### config.mk
export PLATFORM = sky130hd
export DESIGN_NAME = uart_tx
export DESIGN_NICKNAME = d
export VERILOG_FILES = /design/src/rtl/uart_pkg.sv /design/src/rtl/uart_baud_gen.sv /design/src/rtl/uart_tx.sv
export SDC_FILE = /design/constraint.sdc
export NUM_CORES = 1
export LEC_CHECK = 0
export BUFFER_PORTS_ARGS = -buffer_cell sky130_fd_sc_hd__buf_2
export CORE_MARGIN = 3
export CORE_UTILIZATION = 30
export CTS_CLUSTER_DIAMETER = 50
export DETAILED_ROUTE_END_ITERATION = 8
export HOLD_SLACK_MARGIN = 0.05
export PLACE_DENSITY = 0.58
export SYNTH_ARGS = -nofsm -noshare
export SYNTH_HDL_FRONTEND = slang
export SYNTH_HIERARCHICAL = 1
export SYNTH_SLANG_ARGS = --single-unit
### constraint.sdc
create_clock -name clk -period 4.3 [get_ports clk]
set_input_delay 0 -clock clk [delete_from_list [all_inputs] [get_ports clk]]
set_output_delay 0 -clock clk [all_outputs]
set_load 0.05 [all_outputs]
### src/rtl/uart_pkg.sv
// Shared UART definitions: state encoding, default bit timing and the
// parity helper used by both the transmit and (future) receive paths.
package uart_pkg;

  // 100 MHz core clock / 115200 baud
  localparam int unsigned DEFAULT_CLKS_PER_BIT = 868;

  // Widest data field any UART frame in this core carries
  localparam int unsigned MAX_DATA_BITS = 9;

  typedef enum logic [2:0] {
    ST_IDLE   = 3'd0,
    ST_START  = 3'd1,
    ST_DATA   = 3'd2,
    ST_PARITY = 3'd3,
    ST_STOP   = 3'd4
  } state_t;

  // XOR of the low nbits of data, inverted when odd parity is requested.
  // Bits above nbits are masked so callers may zero- or garbage-extend.
  function automatic logic calc_parity(
    input logic [MAX_DATA_BITS-1:0] data,
    input int unsigned              nbits,
    input logic                     odd
  );
    logic p;
    p = odd;
    for (int unsigned i = 0; i < MAX_DATA_BITS; i++) begin
      if (i < nbits) begin
        p = p ^ data[i];
      end else begin
        p = p;
      end
    end
    return p;
  endfunction

endpackage

### src/rtl/uart_baud_gen.sv
// Bit-period strobe generator. Counts core clocks 0..CLKS_PER_BIT-1 and
// raises tick for the single cycle in which the count is at its maximum.
// clear restarts the period; the receiver will use it to align to mid-bit.
module uart_baud_gen
  import uart_pkg::*;
#(
  parameter int unsigned CLKS_PER_BIT = DEFAULT_CLKS_PER_BIT
) (
  input  logic clk,
  input  logic rst,
  input  logic clear,
  output logic tick
);

  localparam int unsigned CNT_W = (CLKS_PER_BIT > 1) ? $clog2(CLKS_PER_BIT) : 1;
  localparam logic [CNT_W-1:0] CNT_MAX = CNT_W'(CLKS_PER_BIT - 1);

  logic [CNT_W-1:0] r_cnt;

  // Free-running period counter, restarted by reset or clear
  always_ff @(posedge clk) begin
    if (rst) begin
      r_cnt <= '0;
    end else if (clear) begin
      r_cnt <= '0;
    end else if (r_cnt == CNT_MAX) begin
      r_cnt <= '0;
    end else begin
      r_cnt <= r_cnt + CNT_W'(1);
    end
  end

  assign tick = (r_cnt == CNT_MAX);

endmodule

### src/rtl/uart_tx.sv
// UART transmitter: accepts one data word per valid/ready handshake and
// serialises it as start, data LSB-first, optional parity, and stop bits.
// Bit timing is a strobe from uart_baud_gen in the core clock domain; all
// outputs come straight from flops so txd cannot glitch.
module uart_tx
  import uart_pkg::*;
#(
  parameter int unsigned CLKS_PER_BIT = DEFAULT_CLKS_PER_BIT,
  parameter int unsigned DATA_BITS    = 8,
  parameter int unsigned PARITY_EN    = 0,
  parameter int unsigned PARITY_ODD   = 0,
  parameter int unsigned STOP_BITS    = 1
) (
  input  logic                 clk,
  input  logic                 rst,
  input  logic [DATA_BITS-1:0] s_data,
  input  logic                 s_valid,
  output logic                 s_ready,
  output logic                 txd,
  output logic                 busy
);

  // Reject configurations the datapath cannot represent
  if (CLKS_PER_BIT < 2) begin : g_bad_clks_per_bit
    $error("uart_tx: CLKS_PER_BIT must be >= 2");
  end
  if ((DATA_BITS < 5) || (DATA_BITS > MAX_DATA_BITS)) begin : g_bad_data_bits
    $error("uart_tx: DATA_BITS must be in 5..9");
  end
  if ((STOP_BITS < 1) || (STOP_BITS > 2)) begin : g_bad_stop_bits
    $error("uart_tx: STOP_BITS must be 1 or 2");
  end

  localparam int unsigned      IDX_W     = $clog2(DATA_BITS);
  localparam logic [IDX_W-1:0] LAST_IDX  = IDX_W'(DATA_BITS - 1);
  localparam logic             LAST_STOP = 1'(STOP_BITS - 1);
  localparam logic             ODD_SEL   = (PARITY_ODD != 0);

  state_t               r_state;
  logic [DATA_BITS-1:0] r_shift;
  logic [IDX_W-1:0]     r_bit_idx;
  logic                 r_stop_idx;
  logic                 r_parity;
  logic                 r_txd;
  logic                 r_s_ready;
  logic                 r_busy;

  logic                 w_fire;
  logic                 w_tick;

  // r_s_ready is only ever high in IDLE, so it alone qualifies the handshake
  assign w_fire = s_valid & r_s_ready;

  // Handshake restarts the bit period so the start bit is a full bit long
  uart_baud_gen #(
    .CLKS_PER_BIT (CLKS_PER_BIT)
  ) u_baud_gen (
    .clk   (clk),
    .rst   (rst),
    .clear (w_fire),
    .tick  (w_tick)
  );

  // Frame sequencer: state, shift register and all registered outputs
  always_ff @(posedge clk) begin
    if (rst) begin
      r_state    <= ST_IDLE;
      r_shift    <= '0;
      r_bit_idx  <= '0;
      r_stop_idx <= 1'b0;
      r_parity   <= 1'b0;
      r_txd      <= 1'b1;
      r_s_ready  <= 1'b1;
      r_busy     <= 1'b0;
    end else begin
      case (r_state)
        ST_IDLE: begin
          if (w_fire) begin
            r_shift    <= s_data;
            r_parity   <= calc_parity(MAX_DATA_BITS'(s_data), DATA_BITS, ODD_SEL);
            r_bit_idx  <= '0;
            r_stop_idx <= 1'b0;
            r_txd      <= 1'b0;
            r_s_ready  <= 1'b0;
            r_busy     <= 1'b1;
            r_state    <= ST_START;
          end else begin
            r_txd      <= 1'b1;
            r_s_ready  <= 1'b1;
            r_busy     <= 1'b0;
          end
        end

        ST_START: begin
          if (w_tick) begin
            r_txd   <= r_shift[0];
            r_state <= ST_DATA;
          end else begin
            r_txd   <= 1'b0;
          end
        end

        ST_DATA: begin
          if (w_tick) begin
            if (r_bit_idx == LAST_IDX) begin
              if (PARITY_EN != 0) begin
                r_txd   <= r_parity;
                r_state <= ST_PARITY;
              end else begin
                r_txd   <= 1'b1;
                r_state <= ST_STOP;
              end
            end else begin
              // Next bit to send is shift[1]; it becomes shift[0] after the shift
              r_txd     <= r_shift[1];
              r_shift   <= {1'b0, r_shift[DATA_BITS-1:1]};
              r_bit_idx <= r_bit_idx + IDX_W'(1);
            end
          end else begin
            r_txd <= r_shift[0];
          end
        end

        ST_PARITY: begin
          if (w_tick) begin
            r_txd   <= 1'b1;
            r_state <= ST_STOP;
          end else begin
            r_txd   <= r_parity;
          end
        end

        ST_STOP: begin
          r_txd <= 1'b1;
          if (w_tick) begin
            if (r_stop_idx == LAST_STOP) begin
              r_s_ready <= 1'b1;
              r_busy    <= 1'b0;
              r_state   <= ST_IDLE;
            end else begin
              r_stop_idx <= r_stop_idx + 1'b1;
            end
          end else begin
            r_stop_idx <= r_stop_idx;
          end
        end

        default: begin
          r_state   <= ST_IDLE;
          r_txd     <= 1'b1;
          r_s_ready <= 1'b1;
          r_busy    <= 1'b0;
        end
      endcase
    end
  end

  assign txd     = r_txd;
  assign s_ready = r_s_ready;
  assign busy    = r_busy;

endmodule

=== Word level (Yosys, flattened, before mapping) ===
Index checks and enable logic that the tools add are counted.
Widths: inputs -> output; s select.

* Bits of input ports: 11
* Register bits: 29
* Output and inout port bits: 3
* Word-level logic and storage cells: 99

* Add/subtract/negate cells: 3
* Muxes and demuxes: 54
* Reduce and logical (&&, ||, !) cells: 10
* Bitwise gates (word level): 9
* Equality and inequality tests: 14

{| class="wikitable"
|+ Operators by type and width
! kind !! number
|-
| $mux 1 || 34
|-
| $mux 3 || 10
|-
| $mux 8 || 3
|-
| $pmux 8 s2 || 1
|-
| $pmux 3 s5 || 1
|-
| $add 10x1->10 const B || 1
|-
| $eq 10x10->1 const B || 1
|-
| $ne 2x1->1 const B || 5
|-
| $reduce_and 7->1 || 1
|-
| $xor 1x1->1 || 7
|-
| $eq 3x2->1 const B || 2
|-
| $eq 3x3->1 const B || 2
|-
| $ne 2x2->1 const B || 3
|-
| $pmux 1 s3 || 2
|-
| $pmux 3 s2 || 1
|-
| $reduce_and 3->1 || 2
|-
| $reduce_or 3->1 || 2
|-
| $pmux 1 s4 || 1
|-
| $reduce_and 4->1 || 1
|-
| $reduce_bool 2->1 || 2
|-
| $add 3x1->3 const B || 1
|-
| $eq 3x1->1 const B || 1
|-
| $logic_not 3->1 || 1
|-
| $pmux 1 s2 || 1
|-
| 4 further kinds || 4
|}

=== Longest topological paths before layout ===
* Depth in word-level cells: 29
* Depth in mapped cells: 9
* Gate-level depth less buffers: 8

=== Modules after synthesis ===
The synthesis kept the hierarchy.

{| class="wikitable"
|+ By module, submodules not included
! module !! cells each !! area an instance (um2) !! seq. area each (um2) !! times used
|-
| uart_tx || 100 || 902.1 || 360.3 || 1
|-
| uart_baud_gen || 53 || 454.2 || 200.2 || 1
|}

=== Worst setup path before layout ===
No wires, ideal clock.

* Path type: reg2reg
* Start: register u_baud_gen.r_cnt[4]
* End: register r_shift[5]
* Cell stages (with the launch flop): 9
* Arrival: 1902 ps
* Library setup time: 86 ps
* Clock period less this slack: 1987 ps
* Data required time: 4214 ps
* Path slack: 2313 ps
* Path buffers: 1
* Path through: dfxtp_1 nor4b_1 nand2_1 nor2_1 and3b_1 o21a_2 buf_6 nor2_1 a211oi_1

* Word-level cells in the longest chain between the ends: 3

{| class="wikitable"
|+ RTL lines
! element !! RTL line !! RTL
|-
| from (decl) || uart_baud_gen.sv:18 || <nowiki>logic [CNT_W-1:0] r_cnt;</nowiki>
|-
| from (signal assigned) || uart_baud_gen.sv:29 || <nowiki>r_cnt <= r_cnt + CNT_W'(1);</nowiki>
|-
| $eq 10x10->1 || uart_baud_gen.sv:33 || <nowiki>assign tick = (r_cnt == CNT_MAX);</nowiki>
|-
| named net w_tick || uart_tx.sv:49 || <nowiki>logic w_tick;</nowiki>
|-
| $ne 2x1->1 (no line) || - ||
|-
| $reduce_and 4->1 (no line) || - ||
|-
| to (signal assigned) || uart_tx.sv:79 || <nowiki>r_shift <= s_data;</nowiki>
|-
| to (signal assigned) || uart_tx.sv:116 || <nowiki>r_shift <= {1'b0, r_shift[DATA_BITS-1:1]};</nowiki>
|-
| to (decl) || uart_tx.sv:40 || <nowiki>logic [DATA_BITS-1:0] r_shift;</nowiki>
|}

The timed path passes the listed nets, and every way through them passes these cells.
A chain may end at the register's enable or synchronous reset.

=== Worst setup path after layout ===
* Start: register u_baud_gen.r_cnt[3]
* End: register r_shift[6]

The elaborated chain is that of the path after synthesis.

==> flow_summary.ini <==
[run_status]
status = finished clean

[drt]
ant_nets = 0
routed_wl_um = 2580
vias = 1053
firstDrtPassIters = 4
drcViolationCount = 0
wl_per_cell_um = 12.06
drt_iter0_drc = 36
viasPerCell = 4.921

[worst_setup_path]
critPathBufInv = 0
r2r_end = r_shift[6]$_SDFFE_PP0P_
ff2ff_path_depth = 7
cpMostUsedCell = nor2_1
r2r_setup_slack_ns = 1.97
critPathLaunch = u_baud_gen/r_cnt[3]$_SDFF_PP0_
crit_chain = nor4b_1 > nand2_1 > nor2_1 > and3b_1 > o21a_2 > nor2_1 > a211oi_1
path_max_fanout = 15
r2r-start = u_baud_gen/r_cnt[3]$_SDFF_PP0_
end_kind = register
crit_type = reg2reg
critical-path-max-stage-delay_ns = 0.50
cpMaxStageDelayCell = nor4b_1
arrival_ns = 2.53
start_kind = register
cp_top_family = simple AND/OR/NAND/NOR gates
cp.required_ns = 4.50

[min_path]
hp-start = s_data[1]
whs_endpoint = r_shift[1]$_SDFFE_PP0P_
hold_depth = 3
hold_path_class = in2reg

[timing]
period_minus_slack_ns = 2.326
fmax_ghz = 0.4299
skew_ns = 0.006564
finalHoldWorstSlack_ns = 0.06793
setup_violations = 0
fin_tns_setup_ns = 0
rsz0062_at_grt = no
relSlewSlack_pct = 52.55
layout_worst_path_cycle_share_pct = 54.10
hold_viol = 0
worst_slew_pin_slew_ns = 0.7108
slew_violations = 0

[logic_synthesis]
yosysMostFrequentCell = dfxtp_1
yosysTopAreaCell = dfxtp_1
ys_ff_latch = 28
syn_inst = 153
synth_top_flop_cell = dfxtp_1
synth_area_mm2 = 0.001356
synth.avg_cell_area_um2 = 8.865
ys_warn_count = 6
synth_enable_flop_cells = 0
synth.area.top_cells = dfxtp_1 41%, nor2_1 7.2%, xnor2_1 5.8%
synth.distinct_cells = 39
synth_top_cell_area_share_pct = 41.33
synth-seq-area-share_pct = 41.33
synthArstFlopShare_pct = 0
synth.cells.most_frequent = 28 x dfxtp_1, 26 x nor2_1, 10 x a21oi_1, 9 x a211oi_1, 9 x xnor2_1
synth_nets = 167

[place]
gp_congestion = 0.7583
io_buffers = 13
dp_hpwl_um = 1798
placed_cell_area_mm2 = 0.001439

[finish]
fin_area_mm2 = 0.001520
seqCellArea_um2 = 560.5
fill_cells = 426
multiInputGateArea_um2 = 735.7
drive_above_1_share_pct = 14.63
diodes = 0
fin_nets = 179
fin_util_pct = 36.43
syn2layout_area_growth_pct = 12.09

[power]
power_density_mw_per_mm2 = 370.7
total_power_mw = 0.5635
p_leak_nw = 0.5416
peakVddDrop_uv = 206.8

[grt]
grt_usage_pct = 10.58
antenna_found_initial = 0
grt_max_degree = 20
grt_pass1_vias = 1001
grt_overflow = 0
grt_pass1_wl_um = 4485

[clock_network]
cts-root-buf = clkbuf_8
clockBufferDepth = 2
cts_made_buffers = 3
cts_tree = yes
clock_sinks = 28
h-tree-depth = 1
clkTransAtPathRegs_ns = 0.10
cts_resized = 0
clock_latency_ns = 0.28

[floorplanning]
core_mm2 = 0.004173
die_x_um = 73.24
die_area_mm2 = 0.005364
top_level_ports = 14
rows = 23
start_util_pct = 32.50
die_y_um = 73.24

[flow_run]
maxCapViolCount = 0
-- worst min-delay path: cells and delay by family --
kind            cells  cell delay, ns
mux                 1            0.12
compound gates      1            0.08
buf+inv             1            0.11
-- where the power goes --
part	internal [mW]	total [mW]	switching, mW
sequential	0.273	0.282	0.00896
clock	0.125	0.212	0.0870
combinational	0.0289	0.0700	0.0411
total	0.426	0.564	0.137
-- flip-flops by register name (all words and copies together) (netlist names) --
| signal | flops |
|---|---|
| busy | 1 |
| r_state | 3 |
| txd | 1 |
| r_bit_idx | 3 |
| r_shift | 8 |
| s_ready | 1 |
| u_baud_gen/r_cnt | 10 |
| r_parity | 1 |
-- placed cells by master, fill, tap and decap left out, types with 2 or more instances in the layout --
cell      instances
xor2_1            3
nor2_1           26
nor3_1            2
and3b_1           2
o21ai_0           3
o21ai_1           2
a22oi_1           3
a21oi_1          10
a31oi_1           2
nand2_1           7
clkbuf_8          3
a211oi_1          9
nand3_1           6
inv_1             4
mux2i_1           7
ha_1              3
nor4b_1           2
xnor2_1           9
buf_2            13
dfxtp_1          28
-- routing by layer --
layer	vias up	global-route usage, %	share of wire [%]
met1	468	14.56	53
met4	0	5.533	2.3
met5	-	0	0
met2	20	15.49	41
met3	4	2.066	3.4
li1	561	-	-
-- per-stage QoR --
stage | setup slack (ns) | cells
3_3_place_gp | 2.102 | 209
4_1_cts | 2.007 | 214
6_report | 1.974 | 214
5_1_grt | 1.708 | 214
3_5_place_dp | 2.041 | 209
2_1_floorplan | 2.313 | 153
-- logic make-up after synthesis --
family	after synthesis	share of synthesized area (%)
multiplexers	7	5.166
XOR/XNOR	12	7.750
adder cells (fa/ha/maj)	3	2.768
AND/OR/NAND/NOR	59	22.70
buffers and inverters	11	4.427
AO/OA/AOI/OAI	33	15.87
flip-flops	28	41.33
-- area by class of cell --
type                            instances  area share, %
Timing Repair Buffer                   14          4.938
Inverter                                4         0.9877
Sequential cell                        28          36.87
Tap cell                               50          4.115
Clock buffer                            3          2.716
Multi-Input combinational cell        114          48.40
Clock inverter                          1          1.975
-- how the worst max path moves through the flow --
stage | depth (start not counted) | slack, ns | end
2_1_floorplan | 8 | 2.31 | r_shift[5]$_SDFFE_PP0P_
3_3_place_gp | 7 | 2.10 | r_shift[6]$_SDFFE_PP0P_
3_5_place_dp | 7 | 2.04 | r_shift[6]$_SDFFE_PP0P_
4_1_cts | 7 | 2.01 | r_shift[6]$_SDFFE_PP0P_
5_1_grt | 7 | 1.71 | r_shift[5]$_SDFFE_PP0P_
6_report | 7 | 1.97 | r_shift[6]$_SDFFE_PP0P_
-- repair_timing --
action / 4_1_cts / 5_1_grt
buffers inserted: 0 / 0
hold buffers: 1 / 0
endpoints found under the hold margin: 1 / 0
endpoints found under the setup margin: 0 / 0
Note: power is estimated with default switching activity, not from simulation.
